`config.mk`:
```
export PLATFORM = sky130hd
export DESIGN_NAME = vga_timing_gen
export DESIGN_NICKNAME = d
export VERILOG_FILES = /design/src/rtl/vga_pkg.sv /design/src/rtl/vga_axis_counter.sv /design/src/rtl/vga_timing_gen.sv
export SDC_FILE = /design/constraint.sdc
export NUM_CORES = 1
export LEC_CHECK = 0
export ABC_AREA = 1
export CORE_ASPECT_RATIO = 1.25
export CORE_MARGIN = 2
export CORE_UTILIZATION = 55
export CTS_CLUSTER_DIAMETER = 80
export CTS_CLUSTER_SIZE = 25
export DETAILED_ROUTE_END_ITERATION = 8
export GPL_TIMING_DRIVEN = 0
export PLACE_DENSITY_LB_ADDON = 0.25
export SYNTH_ARGS = -nofsm -noshare
export SYNTH_HDL_FRONTEND = slang
export SYNTH_SLANG_ARGS = --single-unit
export TNS_END_PERCENT = 30
```
`constraint.sdc`:
```
create_clock -name clk -period 2 [get_ports clk]
set_input_delay 0.6 -clock clk [delete_from_list [all_inputs] [get_ports clk]]
set_output_delay 0.6 -clock clk [all_outputs]
set_load 0.005 [all_outputs]
```
`src/rtl/vga_pkg.sv`:
```
// Shared VGA timing constants and helpers for the raster generator.
package vga_pkg;

    // 640x480 @ 60 Hz (25.175 MHz pixel clock)
    localparam int VGA640_H_ACTIVE = 640;
    localparam int VGA640_H_FP     = 16;
    localparam int VGA640_H_SYNC   = 96;
    localparam int VGA640_H_BP     = 48;
    localparam int VGA640_V_ACTIVE = 480;
    localparam int VGA640_V_FP     = 10;
    localparam int VGA640_V_SYNC   = 2;
    localparam int VGA640_V_BP     = 33;

    // 800x600 @ 60 Hz (40 MHz pixel clock)
    localparam int VGA800_H_ACTIVE = 800;
    localparam int VGA800_H_FP     = 40;
    localparam int VGA800_H_SYNC   = 128;
    localparam int VGA800_H_BP     = 88;
    localparam int VGA800_V_ACTIVE = 600;
    localparam int VGA800_V_FP     = 1;
    localparam int VGA800_V_SYNC   = 4;
    localparam int VGA800_V_BP     = 23;

    // Total counts per axis: active + front porch + sync + back porch.
    function automatic int vga_total(input int active, input int fp,
                                     input int sync, input int bp);
        return active + fp + sync + bp;
    endfunction

    localparam int VGA640_H_TOTAL = vga_total(VGA640_H_ACTIVE, VGA640_H_FP,
                                              VGA640_H_SYNC, VGA640_H_BP);
    localparam int VGA640_V_TOTAL = vga_total(VGA640_V_ACTIVE, VGA640_V_FP,
                                              VGA640_V_SYNC, VGA640_V_BP);
    localparam int VGA800_H_TOTAL = vga_total(VGA800_H_ACTIVE, VGA800_H_FP,
                                              VGA800_H_SYNC, VGA800_H_BP);
    localparam int VGA800_V_TOTAL = vga_total(VGA800_V_ACTIVE, VGA800_V_FP,
                                              VGA800_V_SYNC, VGA800_V_BP);

    // Single-bit level outputs, registered together.
    typedef struct packed {
        logic hs;
        logic vs;
        logic de;
        logic win;
    } vga_lvl_t;

endpackage

```
`src/rtl/vga_axis_counter.sv`:
```
// One raster axis: wrapping position counter with sync and active decode.
// The count, sync level and active flag are combinational views of the
// current count; the top registers them.
module vga_axis_counter
    import vga_pkg::*;
#(
    parameter int   ACTIVE = 640,
    parameter int   FP     = 16,
    parameter int   SYNC   = 96,
    parameter int   BP     = 48,
    parameter int   W      = 10,
    parameter logic POL    = 1'b0
) (
    input  logic         clk,
    input  logic         rst,
    input  logic         en_i,
    output logic [W-1:0] count_o,
    output logic         wrap_o,
    output logic         sync_o,
    output logic         active_o
);

    localparam int TOTAL = vga_total(ACTIVE, FP, SYNC, BP);

    localparam logic [W-1:0] LAST    = W'(TOTAL - 1);
    localparam logic [W-1:0] ACT_END = W'(ACTIVE);
    localparam logic [W-1:0] SYNC_LO = W'(ACTIVE + FP);
    localparam logic [W-1:0] SYNC_HI = W'(ACTIVE + FP + SYNC);

    logic [W-1:0] count_q;
    logic [W-1:0] count_d;
    logic         at_last;
    logic         in_sync;

    assign at_last = (count_q == LAST);

    // Advance on enable, wrapping from the terminal count back to zero.
    always_comb begin
        count_d = count_q;
        if (en_i) begin
            count_d = at_last ? '0 : count_q + 1'b1;
        end
    end

    // Position register.
    always_ff @(posedge clk) begin
        if (rst) begin
            count_q <= '0;
        end else begin
            count_q <= count_d;
        end
    end

    assign in_sync  = (count_q >= SYNC_LO) && (count_q < SYNC_HI);
    assign count_o  = count_q;
    assign wrap_o   = en_i && at_last;
    assign sync_o   = in_sync ? POL : ~POL;
    assign active_o = (count_q < ACT_END);

endmodule

```
`src/rtl/vga_timing_gen.sv`:
```
// VGA raster timing generator with a movable pixel window.
// Two axis counters drive a single output register stage; every output
// describes the counter state held during the previous i_ce cycle.
module vga_timing_gen
    import vga_pkg::*;
#(
    parameter int   H_ACTIVE = VGA640_H_ACTIVE,
    parameter int   H_FP     = VGA640_H_FP,
    parameter int   H_SYNC   = VGA640_H_SYNC,
    parameter int   H_BP     = VGA640_H_BP,
    parameter int   V_ACTIVE = VGA640_V_ACTIVE,
    parameter int   V_FP     = VGA640_V_FP,
    parameter int   V_SYNC   = VGA640_V_SYNC,
    parameter int   V_BP     = VGA640_V_BP,
    parameter logic HS_POL   = 1'b0,
    parameter logic VS_POL   = 1'b0,
    parameter int   WIN_X0   = 192,
    parameter int   WIN_Y0   = 112,
    parameter int   WIN_W    = 256,
    parameter int   WIN_H    = 256,
    parameter int   XW       = 10,
    parameter int   YW       = 10
) (
    input  logic          clk,
    input  logic          rst,
    input  logic          i_ce,
    output logic          o_hs,
    output logic          o_vs,
    output logic          o_de,
    output logic          o_win,
    output logic [XW-1:0] o_x,
    output logic [YW-1:0] o_y,
    output logic          o_pix_valid,
    output logic          o_sof,
    output logic          o_sol
);

    localparam int H_TOTAL = vga_total(H_ACTIVE, H_FP, H_SYNC, H_BP);
    localparam int V_TOTAL = vga_total(V_ACTIVE, V_FP, V_SYNC, V_BP);

    generate
        if (H_FP == 0 || H_SYNC == 0 || H_BP == 0 ||
            V_FP == 0 || V_SYNC == 0 || V_BP == 0) begin : g_bad_porch
            $error("vga_timing_gen: porch and sync widths must be non-zero");
        end
        if (WIN_X0 + WIN_W > H_ACTIVE || WIN_Y0 + WIN_H > V_ACTIVE) begin : g_bad_win
            $error("vga_timing_gen: window exceeds the active area");
        end
        if (H_TOTAL - 1 >= (1 << XW) || V_TOTAL - 1 >= (1 << YW)) begin : g_bad_width
            $error("vga_timing_gen: XW/YW too narrow for the total counts");
        end
    endgenerate

    localparam logic [XW-1:0] X_LO = XW'(WIN_X0);
    localparam logic [XW-1:0] X_HI = XW'(WIN_X0 + WIN_W);
    localparam logic [YW-1:0] Y_LO = YW'(WIN_Y0);
    localparam logic [YW-1:0] Y_HI = YW'(WIN_Y0 + WIN_H);

    localparam vga_lvl_t LVL_RST = '{hs: ~HS_POL, vs: ~VS_POL, de: 1'b0, win: 1'b0};

    logic [XW-1:0] h_cnt;
    logic [YW-1:0] v_cnt;
    logic          h_wrap, v_wrap;
    logic          h_sync, v_sync;
    logic          h_act, v_act;
    logic          in_win;

    vga_axis_counter #(
        .ACTIVE (H_ACTIVE),
        .FP     (H_FP),
        .SYNC   (H_SYNC),
        .BP     (H_BP),
        .W      (XW),
        .POL    (HS_POL)
    ) u_h_cnt (
        .clk      (clk),
        .rst      (rst),
        .en_i     (i_ce),
        .count_o  (h_cnt),
        .wrap_o   (h_wrap),
        .sync_o   (h_sync),
        .active_o (h_act)
    );

    vga_axis_counter #(
        .ACTIVE (V_ACTIVE),
        .FP     (V_FP),
        .SYNC   (V_SYNC),
        .BP     (V_BP),
        .W      (YW),
        .POL    (VS_POL)
    ) u_v_cnt (
        .clk      (clk),
        .rst      (rst),
        .en_i     (h_wrap),
        .count_o  (v_cnt),
        .wrap_o   (v_wrap),
        .sync_o   (v_sync),
        .active_o (v_act)
    );

    assign in_win = (h_cnt >= X_LO) && (h_cnt < X_HI) &&
                    (v_cnt >= Y_LO) && (v_cnt < Y_HI);

    vga_lvl_t      lvl_q, lvl_d;
    logic [XW-1:0] x_q, x_d;
    logic [YW-1:0] y_q, y_d;
    logic          pv_q, pv_d;
    logic          sof_q, sof_d;
    logic          sol_q, sol_d;
    // High while the counters sit on pixel (0,0); set by reset and by the
    // wrap out of the last pixel of a frame, so no wide compare is needed.
    logic          first_q, first_d;

    // Capture the pixel described by the current counters on each i_ce;
    // levels hold and strobes drop when i_ce is low.
    always_comb begin
        lvl_d   = lvl_q;
        x_d     = x_q;
        y_d     = y_q;
        pv_d    = 1'b0;
        sof_d   = 1'b0;
        sol_d   = 1'b0;
        first_d = first_q;
        if (i_ce) begin
            lvl_d.hs  = h_sync;
            lvl_d.vs  = v_sync;
            lvl_d.de  = h_act && v_act;
            lvl_d.win = in_win;
            x_d       = in_win ? (h_cnt - X_LO) : '0;
            y_d       = in_win ? (v_cnt - Y_LO) : '0;
            pv_d      = 1'b1;
            sof_d     = first_q;
            sol_d     = (h_cnt == '0);
            first_d   = v_wrap;
        end
    end

    // Output register stage; reset aborts any frame in progress.
    always_ff @(posedge clk) begin
        if (rst) begin
            lvl_q   <= LVL_RST;
            x_q     <= '0;
            y_q     <= '0;
            pv_q    <= 1'b0;
            sof_q   <= 1'b0;
            sol_q   <= 1'b0;
            first_q <= 1'b1;
        end else begin
            lvl_q   <= lvl_d;
            x_q     <= x_d;
            y_q     <= y_d;
            pv_q    <= pv_d;
            sof_q   <= sof_d;
            sol_q   <= sol_d;
            first_q <= first_d;
        end
    end

    assign o_hs        = lvl_q.hs;
    assign o_vs        = lvl_q.vs;
    assign o_de        = lvl_q.de;
    assign o_win       = lvl_q.win;
    assign o_x         = x_q;
    assign o_y         = y_q;
    assign o_pix_valid = pv_q;
    assign o_sof       = sof_q;
    assign o_sol       = sol_q;

endmodule

```
# Yosys cells after proc, flatten, opt, wreduce, memory -nomap -nowiden
# Cells that the tools add are included.
# totals
reg_bits	48
inputBits	3
out_inout_bits	27
# classes
addsub	4
order_cmp	10
eq_ne	2
muxes	7
bitwise	1
n_reduce_logical	10
# ops
operator	n
less-than comparator 10 x 9 -> 1 bit (second input constant)	4
two-way mux 10 bit	4
adder 10 x 1 -> 10 bit (second input constant)	2
== test 10 bit (second input constant)	2
less-than comparator 10 bit (second input constant)	2
>= comparator 10 bit (second input constant)	1
>= comparator 10 x 7 -> 1 bit (second input constant)	1
>= comparator 10 x 8 -> 1 bit (second input constant)	1
>= comparator 10 x 9 -> 1 bit (second input constant)	1
zero test 10 bit	1
subtractor 10 x 7 -> 10 bit (second input constant)	1
subtractor 10 x 8 -> 10 bit (second input constant)	1
logical AND 1 bit	8
two-way mux 1 bit	3
OR reduction 2 bit	1
inverter 1 bit	1

# Logic depth before layout (Yosys ltp)
# Gate-level depths: netlist of run 1.
# depth
ltp_word	5
depth_mapped	9
mapped_depth_nobuf	9

# Modules after synthesis
# A second synthesis of run 1 with hierarchy kept.
# hier_totals
hier_cells	315
area_unflattened_um2	2347.3
# by_module_without_submodules
mod	n_inst	cells_each	area_each_um2	seq_area_each_um2
vga_timing_gen	1	151	1202.4	560.5
vga_axis_counter (u_v_cnt)	1	84	584.3	200.2
vga_axis_counter (u_h_cnt)	1	80	560.5	200.2

# Least setup slack after synthesis of run 1
# OpenSTA, ideal clock, no wires.
# synth_path
path_kind	input to register
from	input i_ce
to	register u_h_cnt.count_q[6], in the netlist u_h_cnt.count_o[6]
arrival_time_ns	1.241
setup_slack_ns	0.644
cell_stages	6
path_buffers	1
cell_sequence	buf_4 nand3_1 nor2_2 nand3_1 xor2_1 nor2_1
# synth_rtl
item	line_no	text
start: declaration	vga_timing_gen.sv:26	input logic i_ce,
end signal: assignment	vga_axis_counter.sv:50	count_q <= count_d;
end: declaration	vga_axis_counter.sv:30	logic [W-1:0] count_q;

==> impl_metrics.yaml, run 1 <==
status:
  outcome: "finished, final reports clean"
hold_path:
  hold-path-endpoint: "o_sof"
  hold_start: "first_q"
  worst_hold_path_type: "reg2reg"
  worst_hold_path_stage_count: 2
sta:
  grt_setup_unrepaired: "false"
  finalClockSkew_ns: 0.00602
  slew-limit-headroom_pct: 75.7
  postLayoutSetupSlackWorst_ns: 0.205
  final_setup_violations: 0
  timing_hold_violations_final: 0
  final.period_utilization_pct: 89.8
  timing.final.max_slew_violations: 0
  clock.fmax_mhz: 557
  slew_at_the_pin_with_the_worst_max_slew_slack_ns: 0.363
  tns_ns: 0
  post-route-min-period_ns: 1.80
setup_path:
  path_max_fanout: 10
  r2r-start: "u_h_cnt.count_o[6]"
  path_common_cell: "nor2_1"
  critPathTopFamily: "buffers and inverters"
  worst_setup_sp_type: "input port"
  critPathKind: "in2reg"
  required_ns: 2.20
  r2r.worst_path.cells: 9
  critical_path_depth: 7
  max_stage_delay_ns: 0.51
  cp_data_arrival_time_ns: 1.99
  critical_path_buf_inv_count: 2
  setup.worst_path.end_class: "register"
  path_cells: "clkdlybuf4s50_1, buf_4, nand2_2, nor3_1, nand4_1, nor2_1, nor2_1"
  worst_setup_path_startpoint: "i_ce"
  critical_path.slowest_cell: "clkdlybuf4s50_1"
  worstReg2RegEnd: "u_v_cnt.count_o[5]"
  reg2reg_slack_ns: 0.38
synthesis:
  netlist-cell-type-count: 25
  ys.warnings.count: 0
  async_s_r_ff_share_synth_pct: 0
  netlist_area_um2: 2300
  synth_edf_count: 0
  cell_type_with_the_largest_total_area_after_synthesis: "dfxtp_1"
  post-synth-top-area-fraction_pct: 41.8
  netlist_top_cells_count: "83 x nand2_1, 48 x dfxtp_1, 40 x inv_1, 40 x nor2_1, 21 x nand3_1"
  synth.most_common_cell: "nand2_1"
  synth.net_count: 334
  synth_area_leaders: "dfxtp_1 42%, nand2_1 14%, inv_1 6.5%"
  synth-main-ff-cell: "dfxtp_1"
  synthesis.instances: 321
  synthesized_area_divided_by_synthesized_cell_count_um2: 7.17
  sequential_cell_area_fraction_in_the_yosys_report_pct: 41.8
  ys_seq_elements: 48
floorplan:
  fp.dieW_um: 61.9
  core_um2: 4070
  initial_core_util_pct: 56.6
  io_pins: 30
  die_footprint_um2: 4720
  number_of_placement_rows: 26
  dieHeight_um: 76.3
drt:
  route.final.wire_length_um: 5330
  detail_route.drc_violations: 0
  drtIter0Drc: 108
  ant_nets: 0
  viasPerCell: 5.16
  wl_per_cell_um: 12.9
  drt-pass1-iter-count: 5
  via_count: 2137
global_routing:
  grt_pass1_wl_um: 8910
  grt_antenna_before_repair: 0
  grt_overflow_total: 0
  grt_start_max_net_pins: 15
  grt_pass1_vias: 2075
  globalRouteTotalUtil_pct: 25.1
clock_tree:
  clkSinkCount: 48
  cts_setup_buffers: 0
  hold_buffers: 0
  worst_skew_pair.late_latency_ns: 0.30
  cts_htree_levels: 2
  clk_pin_slew_worst_paths_ns: 0.09
  cts_root_buffer: "clkbuf_8"
  clockBufferDepth: 2
  tritoncts: "done"
  tritoncts.num_buffers: 5
place:
  place_ws_ns: -0.249
  io_buffer_count: 29
  place_congestion: 0.922
  place_hpwl_um: 4170
power:
  ir_drop_mv: 0.434
  power.density_cell_area_nw_per_um2: 600
  p_leak_nw: 1.16
cells_and_area:
  synthToLayoutAreaGrowth_pct: 19.8
  filler_cell_count: 358
  n_antenna_cell: 0
  fin_nets: 370
  drive_gt1_share_pct: 10.6
run:
  max-cap-violations: 0
how the worst max path moves through the flow:
stage | endpoint | slack [ns]
floorplan | u_h_cnt.count_o[6] | 0.64
global placement | o_vs | -0.17
detailed placement | o_vs | -0.25
CTS | o_vs | 0.08
global route | u_v_cnt.count_o[6] | 0.14
finish | o_vs | 0.20
state kept, by name (all words and copies together), names as in the netlist:
| signal | flops |
|---|---|
| first_q | 1 |
| o_de | 1 |
| o_hs | 1 |
| o_pix_valid | 1 |
| o_sof | 1 |
| o_sol | 1 |
| o_vs | 1 |
| o_win | 1 |
| o_x | 10 |
| o_y | 10 |
| u_h_cnt.count_o | 10 |
| u_v_cnt.count_o | 10 |
power by group:
group          leakage (nW)  switching [mW]  internal [mW]
Combinational         0.724          0.0524         0.0319
Sequential            0.388         0.00719          0.966
Clock                0.0445           0.314          0.281
Total                  1.16           0.374           1.28
layout by cell type, fill, tap and decap left out:
master,count
nor2_2,3
nand2_4,1
clkdlybuf4s50_1,28
nor3b_1,1
or2_2,1
nand2_1,83
dfxtp_1,48
a31oi_1,1
dlymetal6s2s_1,1
o21ai_1,2
nand3_4,1
o221ai_1,1
buf_4,4
ha_1,10
buf_2,4
inv_2,4
clkinvlp_4,1
nor3_1,8
o21ai_2,10
nand4_1,8
a21oi_1,8
nor2_1,40
clkbuf_1,1
xor2_1,3
clkbuf_8,6
nand2_2,2
inv_1,40
o21ai_0,16
nor3_2,1
nand3_1,21
per-stage QoR:
stage	util (%)	total power, mW	cell area [um2]	hold WS (ns)	std cells
6_report	67.8	1.65	2760	0.440	414
3_5_place_dp	65.4	1.08	2660	0.428	406
4_1_cts	67.8	1.67	2760	0.441	414
3_3_place_gp	65.4	1.08	2660	0.426	406
2_1_floorplan	-	1.05	2300	0.410	321
5_1_grt	67.8	1.72	2760	0.471	414
final cells by class:
type | instances | area, um2 | share of cell area [%]
multi-input combinational | 221 | 1120 | 40.8
tap | 56 | 70.1 | 2.54
inverter | 44 | 165 | 5.99
clock inverter | 1 | 7.51 | 0.272
clock buffer | 7 | 86.3 | 3.13
sequential | 48 | 961 | 34.8
timing repair buffer | 29 | 293 | 10.6
buffer | 8 | 50.0 | 1.81
worst reg2reg max path: stages (launching register included):
cell and delay [ns]:
dfxtp_1 0.41, inv_1 0.13, ha_1 0.25, nand3_1 0.12, inv_1 0.08, nand3_4 0.14
nand2_4 0.12, nand2_2 0.15, inv_2 0.07, a21oi_1 0.10
routing by layer:
metal	vias to the layer above	global-route usage [%]	routed length (um)
met4	0	10.4	121
met1	996	27.5	2080
met2	39	44.9	2980
li1	1089	-	-
met3	13	4.24	144
met5	-	0	0
logic make-up after synthesis:
family / synth area share, %
and+or+nand+nor: 32.2
DFF: 41.8
adders and majority gates: 5.44
xor gates and xnor gates: 1.14
AOI/OAI and AO/OA: 10.1
buffers and inverters: 9.35
what timing repair did:
action                     CTS  global route
setup endpoints to repair    0             1
hold endpoints to repair     0             0
resized for setup            0             1
(Power assumes the default switching activity.)
==> run 2, diff against run 1 <==
Settings changed: SKIP_LAST_GASP set to 1.
==> results of run 2 <==
Same layout as run 1: the final DEF is identical, and so are final timing and power.
==> run 3, diff against run 2 <==
Clock period 2 ns to 2.3 ns, I/O delays scaled along.
==> impl_metrics.yaml, run 3 (synthesis results as in run 1) <==
status:
  outcome: "finished, final reports clean"
clock_tree:
  worst_skew_pair.late_latency_ns: 0.30
  cts.repair.resized: 0
  hold_buffers: 0
  clockBufferDepth: 2
  clk_pin_slew_worst_paths_ns: 0.09
  clkSinkCount: 48
  cts_htree_levels: 2
  cts_setup_buffers: 0
  cts_root_buffer: "clkbuf_8"
  tritoncts: "done"
  tritoncts.num_buffers: 5
sta:
  postLayoutSetupSlackWorst_ns: 0.199
  timing.final.max_slew_violations: 0
  grt_setup_unrepaired: "false"
  slew-limit-headroom_pct: 76.5
  post-route-min-period_ns: 2.10
  slew_at_the_pin_with_the_worst_max_slew_slack_ns: 0.351
  fin_hold_ws_ns: 0.440
  final.period_utilization_pct: 91.3
  finalClockSkew_ns: 0.00602
  clock.fmax_mhz: 476
  timing_hold_violations_final: 0
  final_setup_violations: 0
global_routing:
  grt_overflow_total: 0
  grt_start_max_net_pins: 15
  globalRouteTotalUtil_pct: 25.1
  grt_antenna_before_repair: 0
  grt_pass1_vias: 2075
  grt_pass1_wl_um: 8910
cells_and_area:
  drive_gt1_share_pct: 10.6
  finalNonFillerCells: 414
  n_antenna_cell: 0
  fin_nets: 370
  post-route-util_pct: 67.8
  layout.cells.most_common_list: "83 x nand2_1, 48 x dfxtp_1, 40 x inv_1, 40 x nor2_1, 29 x clkdlybuf4s50_1"
  most_frequent_standard_cell_in_the_layout_excluding_fill_and_tap_cells: "nand2_1"
  filler_cell_count: 359
  synthToLayoutAreaGrowth_pct: 19.7
drt:
  via_count: 2137
  wl_per_cell_um: 12.9
  ant_nets: 0
  drt-pass1-iter-count: 5
  route.final.wire_length_um: 5330
  viasPerCell: 5.16
  drtIter0Drc: 108
  detail_route.drc_violations: 0
floorplan:
  die_footprint_um2: 4720
  dieHeight_um: 76.3
  io_pins: 30
  fp.dieW_um: 61.9
  number_of_placement_rows: 26
  initial_core_util_pct: 56.6
  core_um2: 4070
setup_path:
  path_common_cell: "nor2_1"
  critPathKind: "in2reg"
  critPathTopFamily: "buffers and inverters"
  r2r-start: "u_h_cnt.count_o[6]"
  worst_setup_path_startpoint: "rst"
  path_max_fanout: 10
  critical_path_buf_inv_count: 3
  critical_path.slowest_cell: "clkdlybuf4s50_1"
  path_cells: "clkdlybuf4s50_1, inv_2, buf_4, nand2_2, nor3_1, nand4_1, nor2_1, nor2_1"
  worst_setup_sp_type: "input port"
  required_ns: 2.50
  max_stage_delay_ns: 0.59
  cp_data_arrival_time_ns: 2.30
  setup.worst_path.end_class: "register"
place:
  place_ws_ns: -0.0388
  place_congestion: 0.922
  dp.cells: 406
  io_buffer_count: 29
  place_hpwl_um: 4170
hold_path:
  hold_start: "first_q"
  worst_hold_path_type: "reg2reg"
power:
  p_leak_nw: 1.15
  power.total_mw: 1.44
  power.density_cell_area_nw_per_um2: 522
  ir_drop_mv: 0.377
run:
  max-cap-violations: 0
## run 3: path summary, 6_finish.rpt
path / to / slack (ns) / depth (start not counted)
max: o_vs / 0.20 / 8
min: o_sof / 0.44 / 2
max reg2reg: u_v_cnt.count_o[5] / 0.68 / 9
min reg2reg: o_sof / 0.44 / 2
## run 3: report_power, final
group,switching [mW],internal [mW]
combinational,0.0455,0.0279
clock,0.273,0.245
sequential,0.00625,0.840
total,0.325,1.11
## run 3: area by class of cell
| type | instances | area (um2) | share of cell area [%] |
|---|---|---|---|
| repair buffers | 29 | 290 | 10.5 |
| clock buffers | 7 | 86.3 | 3.13 |
| clock inverters | 1 | 7.51 | 0.272 |
| flip-flops and latches | 48 | 961 | 34.9 |
| multi-input cells | 221 | 1120 | 40.8 |
| plain buffers | 8 | 50.0 | 1.82 |
| inverters | 44 | 165 | 5.99 |
| well taps | 56 | 70.1 | 2.54 |
## run 3: metrics by stage
step           cell area [um2]  TNS [ns]
3_5_place_dp              2660   -0.0388
4_1_cts                   2760         0
3_3_place_gp              2660         0
5_1_grt                   2760         0
2_1_floorplan             2300         0
6_report                  2760         0
## run 3: per-layer routing
| layer | vias up | track usage (%) | wire [um] |
|---|---|---|---|
| li1 | 1089 | - | - |
| met1 | 996 | 27.5 | 2080 |
| met2 | 39 | 44.9 | 2980 |
| met3 | 13 | 4.24 | 144 |
| met4 | 0 | 10.4 | 121 |
| met5 | - | 0 | 0 |
## run 3: tightest hold or removal path, cell delays in order (launching register included)
cell and delay, ns:
dfxtp_1 0.31, inv_1 0.06, nor2_1 0.04
